`src/rtl/booth_pkg.sv`:
```
// -----------------------------------------------------------------------------
// booth_pkg
//   Shared definitions for the Booth multiplier datapath and its consumers:
//   default widths, the accumulator FSM state type and a sign-extension helper.
//   No ports (package).
// -----------------------------------------------------------------------------
package booth_pkg;

    localparam int PROD_W_DEF = 64;   // multiplier product width
    localparam int ACC_W_DEF  = 72;   // frame accumulator width (> PROD_W)
    localparam int CNT_W_DEF  = 10;   // frame length counter width

    // Widest value sign_extend() can produce; callers cast down to their width.
    localparam int EXT_MAX_W  = 128;
    localparam int EXT_IDX_W  = $clog2(EXT_MAX_W);

    typedef enum logic [1:0] {
        IDLE  = 2'd0,
        ACCUM = 2'd1,
        DONE  = 2'd2
    } acc_state_t;

    // Replicates bit [width-1] of value into every higher bit position.
    // width must be a constant at the call site so this folds to wiring.
    function automatic logic [EXT_MAX_W-1:0] sign_extend(
        input logic [EXT_MAX_W-1:0] value,
        input int                   width
    );
        logic [EXT_MAX_W-1:0] result;
        logic [EXT_IDX_W-1:0] msb;
        msb    = EXT_IDX_W'(width - 1);
        result = value;
        for (int i = 0; i < EXT_MAX_W; i++) begin
            if (i >= width) begin
                result[i] = value[msb];
            end
        end
        return result;
    endfunction

endpackage

```
`src/rtl/acc_signed_adder.sv`:
```
// -----------------------------------------------------------------------------
// acc_signed_adder
//   Combinational two's-complement adder with signed-overflow detection.
//   The sum wraps modulo 2^W; ovf flags that the wrapped result no longer
//   equals the true sum (operands share a sign that the result does not).
//
//   Ports:
//     a, b  in   W  signed operands
//     sum   out  W  a + b, wrapped
//     ovf   out  1  signed overflow of this addition
// -----------------------------------------------------------------------------
module acc_signed_adder
    import booth_pkg::*;
#(
    parameter int W = ACC_W_DEF
) (
    input  logic [W-1:0] a,
    input  logic [W-1:0] b,
    output logic [W-1:0] sum,
    output logic         ovf
);

    assign sum = a + b;
    assign ovf = (a[W-1] == b[W-1]) && (sum[W-1] != a[W-1]);

endmodule

```
`src/rtl/booth_product_accumulator.sv`:
```
// -----------------------------------------------------------------------------
// booth_product_accumulator
//   Sums a frame of `len` signed products (one per cycle over a valid/ready
//   handshake) into a wide signed accumulator and presents the frame sum,
//   a sticky overflow flag, a fits-in-PROD_W flag and the product count over
//   a second valid/ready handshake.
//
//   Ports:
//     clk         in   1       rising-edge clock
//     reset       in   1       synchronous active-high reset
//     clear       in   1       synchronous frame abort (back to IDLE)
//     len         in   CNT_W   frame length, sampled on a frame's first product
//                              (0 behaves as 1)
//     prod_valid  in   1       prod_data valid
//     prod_ready  out  1       a product can be accepted this cycle
//     prod_data   in   PROD_W  signed product
//     acc_valid   out  1       frame result available
//     acc_ready   in   1       downstream accepts the result
//     acc_data    out  ACC_W   signed frame sum (wraps modulo 2^ACC_W)
//     acc_ovf     out  1       sticky signed overflow during the frame
//     acc_fits64  out  1       acc_data representable in PROD_W signed bits
//     acc_count   out  CNT_W   number of products summed
// -----------------------------------------------------------------------------
module booth_product_accumulator
    import booth_pkg::*;
#(
    parameter int PROD_W = PROD_W_DEF,
    parameter int ACC_W  = ACC_W_DEF,    // must exceed PROD_W
    parameter int CNT_W  = CNT_W_DEF
) (
    input  logic              clk,
    input  logic              reset,
    input  logic              clear,
    input  logic [CNT_W-1:0]  len,
    input  logic              prod_valid,
    output logic              prod_ready,
    input  logic [PROD_W-1:0] prod_data,
    output logic              acc_valid,
    input  logic              acc_ready,
    output logic [ACC_W-1:0]  acc_data,
    output logic              acc_ovf,
    output logic              acc_fits64,
    output logic [CNT_W-1:0]  acc_count
);

    acc_state_t        state;
    acc_state_t        state_next;

    logic [ACC_W-1:0]  acc_q;
    logic              ovf_q;
    logic [CNT_W-1:0]  count_q;
    logic [CNT_W-1:0]  remaining_q;    // products still owed after this one

    logic              prod_xfer;
    logic              acc_xfer;
    logic [CNT_W-1:0]  first_remaining;
    logic [ACC_W-1:0]  prod_ext;
    logic [ACC_W-1:0]  sum;
    logic              sum_ovf;

    // Handshake-visible state: accept products until the frame completes,
    // then hold the result until it is taken.
    assign prod_ready = (state != DONE);
    assign acc_valid  = (state == DONE);

    assign prod_xfer  = prod_valid && prod_ready;
    assign acc_xfer   = acc_valid && acc_ready;

    // len == 0 is treated as a one-product frame.
    assign first_remaining = (len == '0) ? '0 : len - CNT_W'(1);

    assign prod_ext = ACC_W'(sign_extend(EXT_MAX_W'(prod_data), PROD_W));

    acc_signed_adder #(
        .W   (ACC_W)
    ) u_adder (
        .a   (acc_q),
        .b   (prod_ext),
        .sum (sum),
        .ovf (sum_ovf)
    );

    // NOTE: clocked state uses non-blocking assignments so every register
    // samples pre-edge values; blocking here would create order-dependent races.
    always_ff @(posedge clk) begin
        if (reset) begin
            state <= IDLE;
        end else begin
            state <= state_next;
        end
    end

    // NOTE: state_next gets a default before the case so no path leaves it
    // unassigned, which would otherwise infer a latch.
    always_comb begin
        state_next = state;
        unique case (state)
            IDLE: begin
                if (prod_xfer) begin
                    state_next = (first_remaining == '0) ? DONE : ACCUM;
                end
            end
            ACCUM: begin
                if (prod_xfer && (remaining_q == CNT_W'(1))) begin
                    state_next = DONE;
                end
            end
            DONE: begin
                if (acc_xfer) begin
                    state_next = IDLE;
                end
            end
            default: state_next = IDLE;
        endcase
        // Abort wins over any transfer seen in the same cycle.
        if (clear) begin
            state_next = IDLE;
        end
    end

    // Result registers hold through DONE and IDLE; only a product transfer
    // (or reset/clear) changes them.
    always_ff @(posedge clk) begin
        if (reset || clear) begin
            acc_q       <= '0;
            ovf_q       <= 1'b0;
            count_q     <= '0;
            remaining_q <= '0;
        end else if (prod_xfer) begin
            if (state == IDLE) begin
                acc_q       <= prod_ext;
                ovf_q       <= 1'b0;
                count_q     <= CNT_W'(1);
                remaining_q <= first_remaining;
            end else begin
                acc_q       <= sum;
                ovf_q       <= ovf_q | sum_ovf;
                count_q     <= count_q + CNT_W'(1);
                remaining_q <= remaining_q - CNT_W'(1);
            end
        end
    end

    assign acc_data  = acc_q;
    assign acc_ovf   = ovf_q;
    assign acc_count = count_q;

    // Fits in PROD_W signed iff every bit from the PROD_W sign bit upward agrees.
    assign acc_fits64 = (acc_q[ACC_W-1:PROD_W-1] == '0) || (&acc_q[ACC_W-1:PROD_W-1]);

endmodule

```
`config.mk`:
```
export PLATFORM = sky130hd
export DESIGN_NAME = booth_product_accumulator
export DESIGN_NICKNAME = d
export VERILOG_FILES = /design/src/rtl/booth_pkg.sv /design/src/rtl/acc_signed_adder.sv /design/src/rtl/booth_product_accumulator.sv
export SDC_FILE = /design/constraint.sdc
export NUM_CORES = 1
export LEC_CHECK = 0
export CORE_MARGIN = 2
export CORE_UTILIZATION = 45
export DETAILED_ROUTE_END_ITERATION = 6
export PLACE_DENSITY = 0.73
export SETUP_SLACK_MARGIN = 0.02
export SKIP_CTS_REPAIR_TIMING = 1
export SLEW_MARGIN = 10
export SYNTH_ARGS = -nofsm -noshare
export SYNTH_HDL_FRONTEND = slang
export SYNTH_HIERARCHICAL = 1
export SYNTH_SLANG_ARGS = --single-unit
```
`constraint.sdc`:
```
create_clock -name clk -period 9.7 [get_ports clk]
set_input_delay 1.94 -clock clk [delete_from_list [all_inputs] [get_ports clk]]
set_output_delay 1.94 -clock clk [all_outputs]
set_load 0.005 [all_outputs]
```
==> results.cfg, run 1 <==
[global_route]
grt_usage = 0.251
number_of_antenna_violations_at_the_first_check_in_global_routing = 0
global_route.usage.met2 = 0.418
grt.overflow.total = 0
grt_pass1_wl_um = 42500
grt_use_met1 = 0.329
busiest_layer = met2
met3_track_demand_over_resource = 0.0412
maximum_number_of_pins_on_one_net_before_global_route_repair = 98
grt_pass1_vias = 8751

[critical_path]
worst-path-buf-inv = 1
critPathCaptureType = flip-flop
cp_common_cell = a21oi_1
cpPeakStageDelay_ps = 610
critPathMaxFanout = 4
critPathLaunchType = input pin
worst-endpoint-required_ps = 9960
timing.critical_path.slowest_stage_cell = o311ai_1
worstPathCellList = clkdlybuf4s50_1 > ha_1 > fa_1 > a21oi_1 > o21ai_0 > a21oi_1 > o311ai_1 > a21oi_1 > o21ai_1 > nand3_1 > o31ai_1 > a21oi_1 > xnor2_1 > nand2_1 > a311oi_1
worstPathArrival_ps = 5480
setup.worst_path.class = input pin to flip-flop
timing.critical_path.max_delay_family = compound AO/OA/AOI/OAI gates

[clock_tree]
clock_latency_ps = 360
tritoncts_sink_count = 95
cts_tree = built
worst_setup_hold_path_clk_slew_ps = 70
numCtsBuffers = 9
clock_tree.root_cell = clkbuf_16
clk_path_buf_depth = 2
h_tree_levels = 3

[synthesis]
synth_common_cells = nand2_1 (211), nor2_1 (124), a21oi_1 (115)
synth_largest_type_area_fraction = 0.218
yosys_register_bits = 95
mappedNetlistArea_um2 = 8720
postSynthNetCount = 1366
synth_xor_xnor_area_share = 0.0794
synthesis.instances = 1211
muxShareOfSynthArea = 0.00244
synth.distinct_cells = 74
synth_area_per_cell_um2 = 7.20
synthMostInstantiatedCell = nand2_1
netlist.top_cell.by_area = dfxtp_1
synth-warning-count = 6
netlist_top_cells_area = dfxtp_1 (22%), ha_1 (11%), nand2_1 (9.1%)
synth_edf_count = 0
synth_top_family_by_area = compound AO/OA/AOI/OAI gates
synth_compound_gate_area_share = 0.303
synth_top_flop_cell = dfxtp_1
synth-async-reset-ratio = 0
arithmetic_cell_share_of_the_synthesized_area_counting_full_adders_half_adders_and_majority_gates = 0.110
synth_simple_gate_area_frac = 0.243
ys_seq_area_frac = 0.218

[hold_path]
min-delay-path-class = flip-flop to flip-flop

[route]
drt.antenna.violating_nets = 0
drt_drc_violations_left = 0
drt_iter0_drc = 664
dr.pass1.iters = 5
wl_per_cell_um = 16.4
wirelength_um = 25900
avgViaCountPerCell = 5.88
routed-via-count = 9326

[sta]
totalNegativeSetupSlack_ps = 0
final_min_period_over_clock_period = 0.538
timing_worst_slew_pin_value_ps = 955
hold_violations = 0
worst_slack_ps = 4480
setup_violations = 0
finalCriticalPeriod_ps = 5220
final_max_slew_viol_count = 0
fmaxAchievable_mhz = 192
grt_setup_unrepaired = no
fin_hold_ws_ps = 489
relative_slew_slack = 0.363
finalClockSkew_ps = 11.8

[die]
rows = 50
floorplan.io_pins = 165
placeableCoreArea_um2 = 18800
die-area_um2 = 20500
initial_utilization = 0.463
die_w_um = 143
chipHeight_um = 143

[power]
fin_total_pwr_mw = 1.16
power.static_leakage_nw = 4.37
worst_ir_drop_vdd_v = 0.0000800
p_per_area_nw_per_um2 = 108

[placement]
gp_congestion = 0.920
post_placement_setup_slack_ps = 4170
dp_hpwl_um = 19100
port_buffers = 164

[layout]
syn2layout_area_growth_pct = 23.1
share_of_cells_above_drive_strength_1 = 0.0362
antenna_cells = 0
finish.net_count = 1475

[run_status]
run_status = finished clean

[job]
reported_max_cap_violation_count = 0
sequential cells by signal (all words and copies together) (netlist names):
register,flops
acc_data,72
acc_count,10
remaining_q,10
state,2
acc_ovf,1
where the power goes:
group          internal, mW  switching, mW  leakage, nW
sequential            0.406         0.0174        0.776
combinational         0.167          0.211         3.46
clock                 0.179          0.180        0.132
layout by cell type (no fill, tap or decap), types with 25 or more instances in the layout:
master / instances
a21o_1: 25
nor2_1: 123
ha_1: 75
a311oi_1: 64
nand4_1: 30
dfxtp_1: 95
xnor2_1: 48
o21ai_0: 69
xor2_1: 31
clkdlybuf4s50_1: 164
nand2_1: 211
inv_1: 30
a21oi_1: 115
per-stage QoR:
| stage | utilization | std cells | area [um2] |
|---|---|---|---|
| after floorplan | - | 1211 | 8720 |
| after global placement | 0.555 | 1569 | 10400 |
| after detailed placement | 0.555 | 1569 | 10400 |
| after CTS | 0.570 | 1585 | 10700 |
| after global routing | 0.570 | 1585 | 10700 |
| final | 0.570 | 1585 | 10700 |
worst reg2reg max path: stages (launching register included):
cell and delay, ps:
dfxtp_1 360, ha_1 200, fa_1 220, a21oi_1 90, o21ai_0 250, a21oi_1 170, o311ai_1 610, a21oi_1 250
o21ai_1 270, nand3_1 190, o31ai_1 230, a21oi_1 110, xnor2_1 150, nand2_1 60, a311oi_1 260
final cells by class:
type,count,area (um2)
Sequential cell,95,1900
Clock inverter,6,52.6
Inverter,30,113
Timing Repair Buffer,168,1670
Fill cell,1781,8100
Multi-Input combinational cell,1016,6440
Tap cell,260,325
Clock buffer,10,229
worst paths after layout:
kind | from | to | slack, ps | cells after the start
worst max-delay path | prod_data[0] | acc_data[40] | 4480 | 15
worst min-delay path | remaining_q[7] | remaining_q[7] | 490 | 2
worst max register to register | acc_data[0] | acc_data[40] | 6180 | 14
worst min register to register | remaining_q[7] | remaining_q[7] | 490 | 2
routing by layer:
metal,part of all wire,up-vias,routed length (um)
li1,-,4636,-
met1,0.46,4326,11900
met2,0.46,321,12000
met3,0.060,43,1560
met4,0.021,0,555
met5,0,-,0
kinds of logic after synthesis:
kind of cell,after synthesis
muxes,2
buffers and inverters,100
AOI/OAI and AO/OA,388
DFF,95
adders and majority gates,76
and+or+nand+nor,471
xor gates and xnor gates,79
(Power assumes the default switching activity.)
==> run 2: changes to the inputs <==
- clock period: 9.7 -> 5.3 ns (I/O delays scaled with it)
==> run 2 against run 1 <==
Against the previous run: count of clock-buffer cells in the layout down 1; clock power rose by 99%; register-to-register slack got worse by 4400 ps; first-iteration DRC count increased by 11%; routed wire length decreased by 0.62%; flip-flop and latch count unchanged; total power grew 88%; critical path depth unchanged; clock skew is 4.7 ps lower; final cell count hardly changed; die area unchanged; combinational power up 83%; critical path type unchanged.
==> results.cfg, run 2 (same netlist as run 1, synthesis figures left out) <==
[global_route]
grt_usage = 0.249
number_of_antenna_violations_at_the_first_check_in_global_routing = 0
grt_pass1_wl_um = 42100
grt.overflow.total = 0
maximum_number_of_pins_on_one_net_before_global_route_repair = 73
grt_pass1_vias = 8421

[layout]
syn2layout_area_growth_pct = 23.5
final_non_filler_cell_total = 1586
finish.net_count = 1476
largest_register_ff_count = 72
final_common_cell = nand2_1
share_of_cells_above_drive_strength_1 = 0.0377
layout_common_cells = nand2_1 (211), clkdlybuf4s50_1 (164), nor2_1 (123)
antenna_cells = 0
finalCoreUtilization = 0.572

[critical_path]
startpoint = prod_data[0]
critPathLaunchType = input pin
timing.critical_path.slowest_stage_cell = o311ai_1
critPathCaptureType = flip-flop
setup.worst_path.class = input pin to flip-flop
worstRegToRegCells = 14
cp_common_cell = a21oi_1
worstPathArrival_ps = 4590
r2r_setup_slack_ps = 1800
worstPathCellList = clkdlybuf4s50_1 > ha_1 > fa_1 > a21oi_1 > o21ai_0 > a21oi_1 > o311ai_1 > a21oi_1 > o21ai_1 > nand3_1 > o31ai_1 > a21oi_1 > xnor2_1 > nand2_1 > a311oi_1
rr_endpoint = acc_data[40]
worst-endpoint-required_ps = 5570
timing.rr.start = acc_data[0]
critPathMaxFanout = 4
cpPeakStageDelay_ps = 570

[power]
p_int_mw = 1.43
clock_power_share = 0.327
power.static_leakage_nw = 4.39
power.share.sequential = 0.356
netSwitchingPower_mw = 0.753
p_comb_frac = 0.317
p_per_area_nw_per_um2 = 202
switching_share = 0.345
worst_ir_drop_vdd_v = 0.000158

[clock_tree]
worst_setup_hold_path_clk_slew_ps = 80
numCtsBuffers = 9
clock_tree.root_cell = clkbuf_16
clock_latency_ps = 360
clk_path_buf_depth = 2
h_tree_levels = 3
cts_tree = built
tritoncts_sink_count = 95

[sta]
finalClockSkew_ps = 7.12
final_max_slew_viol_count = 0
fmaxAchievable_mhz = 232
totalNegativeSetupSlack_ps = 0
relative_slew_slack = 0.319
timing_worst_slew_pin_value_ps = 1020
setup_violations = 0
final_min_period_over_clock_period = 0.814
hold_violations = 0
grt_setup_unrepaired = no
finalCriticalPeriod_ps = 4310

[route]
wirelength_um = 25800
avgViaCountPerCell = 5.85
drt_drc_violations_left = 0
dr.pass1.iters = 5
wl_per_cell_um = 16.2
drt.antenna.violating_nets = 0
drt_iter0_drc = 737
routed-via-count = 9275

[die]
floorplan.io_pins = 165
die-area_um2 = 20500
initial_utilization = 0.463
placeableCoreArea_um2 = 18800
die_w_um = 143
rows = 50
chipHeight_um = 143

[hold_path]
min_to = remaining_q[7]
min-delay-path-class = flip-flop to flip-flop
timing.hold.worst_path_depth = 2
hold_start = remaining_q[7]

[placement]
port_buffers = 164
gp_congestion = 0.911
numPlacedInstances = 1570
dp_hpwl_um = 19200

[run_status]
run_status = finished clean

[job]
reported_max_cap_violation_count = 0
-- run 2: cell types whose count changed in the layout (fill, tap and decap cells not counted), sizes merged --
cell,previous run,this run
clkbuf,10,9
buf,4,5
bufinv,0,1
clkinv,1,3
clkinvlp,2,0
-- run 2: power groups by stage --
| stage | Sequential (mW) | Combinational (mW) | Clock, mW |
|---|---|---|---|
| after floorplan | 0.785 | 0.453 | 0 |
| after global placement | 0.791 | 0.677 | 0 |
| after detailed placement | 0.791 | 0.681 | 0 |
| after CTS | 0.775 | 0.686 | 0.733 |
| after global routing | 0.780 | 0.766 | 0.758 |
| final | 0.775 | 0.691 | 0.713 |
-- run 2: through the flow --
step | hold slack (ps) | setup slack (ps) | total power, mW | cell area (um2)
finish | 482 | 988 | 2.18 | 10800
global route | 493 | 551 | 2.30 | 10800
CTS | 478 | 1050 | 2.19 | 10800
detailed placement | 467 | 651 | 1.47 | 10500
global placement | 457 | 725 | 1.47 | 10500
floorplan | 454 | 1580 | 1.24 | 8720
-- run 2: layout make-up --
cell class,instances,area (um2)
Clock buffer,9,225
Tap cell,260,325
Timing Repair Buffer,169,1680
Sequential cell,95,1900
Inverter,30,113
Clock inverter,7,87.6
Fill cell,1761,8060
Multi-Input combinational cell,1016,6440
-- run 2: worst max-delay path by stage --
stage	to	slack [ps]	depth (start not counted)
2_1_floorplan	acc_data[51]	1580	13
3_3_place_gp	acc_data[40]	730	15
3_5_place_dp	acc_data[40]	650	15
4_1_cts	acc_data[40]	1050	15
5_1_grt	acc_data[40]	550	15
6_report	acc_data[40]	990	15
-- run 2: routing by layer --
layer | vias up | global-route usage | routed length (um)
met5 | - | 0 | 0
met4 | 0 | 0.0537 | 428
met3 | 41 | 0.0496 | 1620
met2 | 288 | 0.414 | 11900
met1 | 4318 | 0.335 | 11800
li1 | 4628 | - | -
-- run 2: critical path: cells and delay by family --
| kind | cells | cell delay [ps] |
|---|---|---|
| adders and majority gates | 2 | 420 |
| AOI/OAI and AO/OA | 9 | 2230 |
| and+or+nand+nor | 2 | 260 |
| buffers and inverters | 1 | 480 |
| xor gates and xnor gates | 1 | 140 |
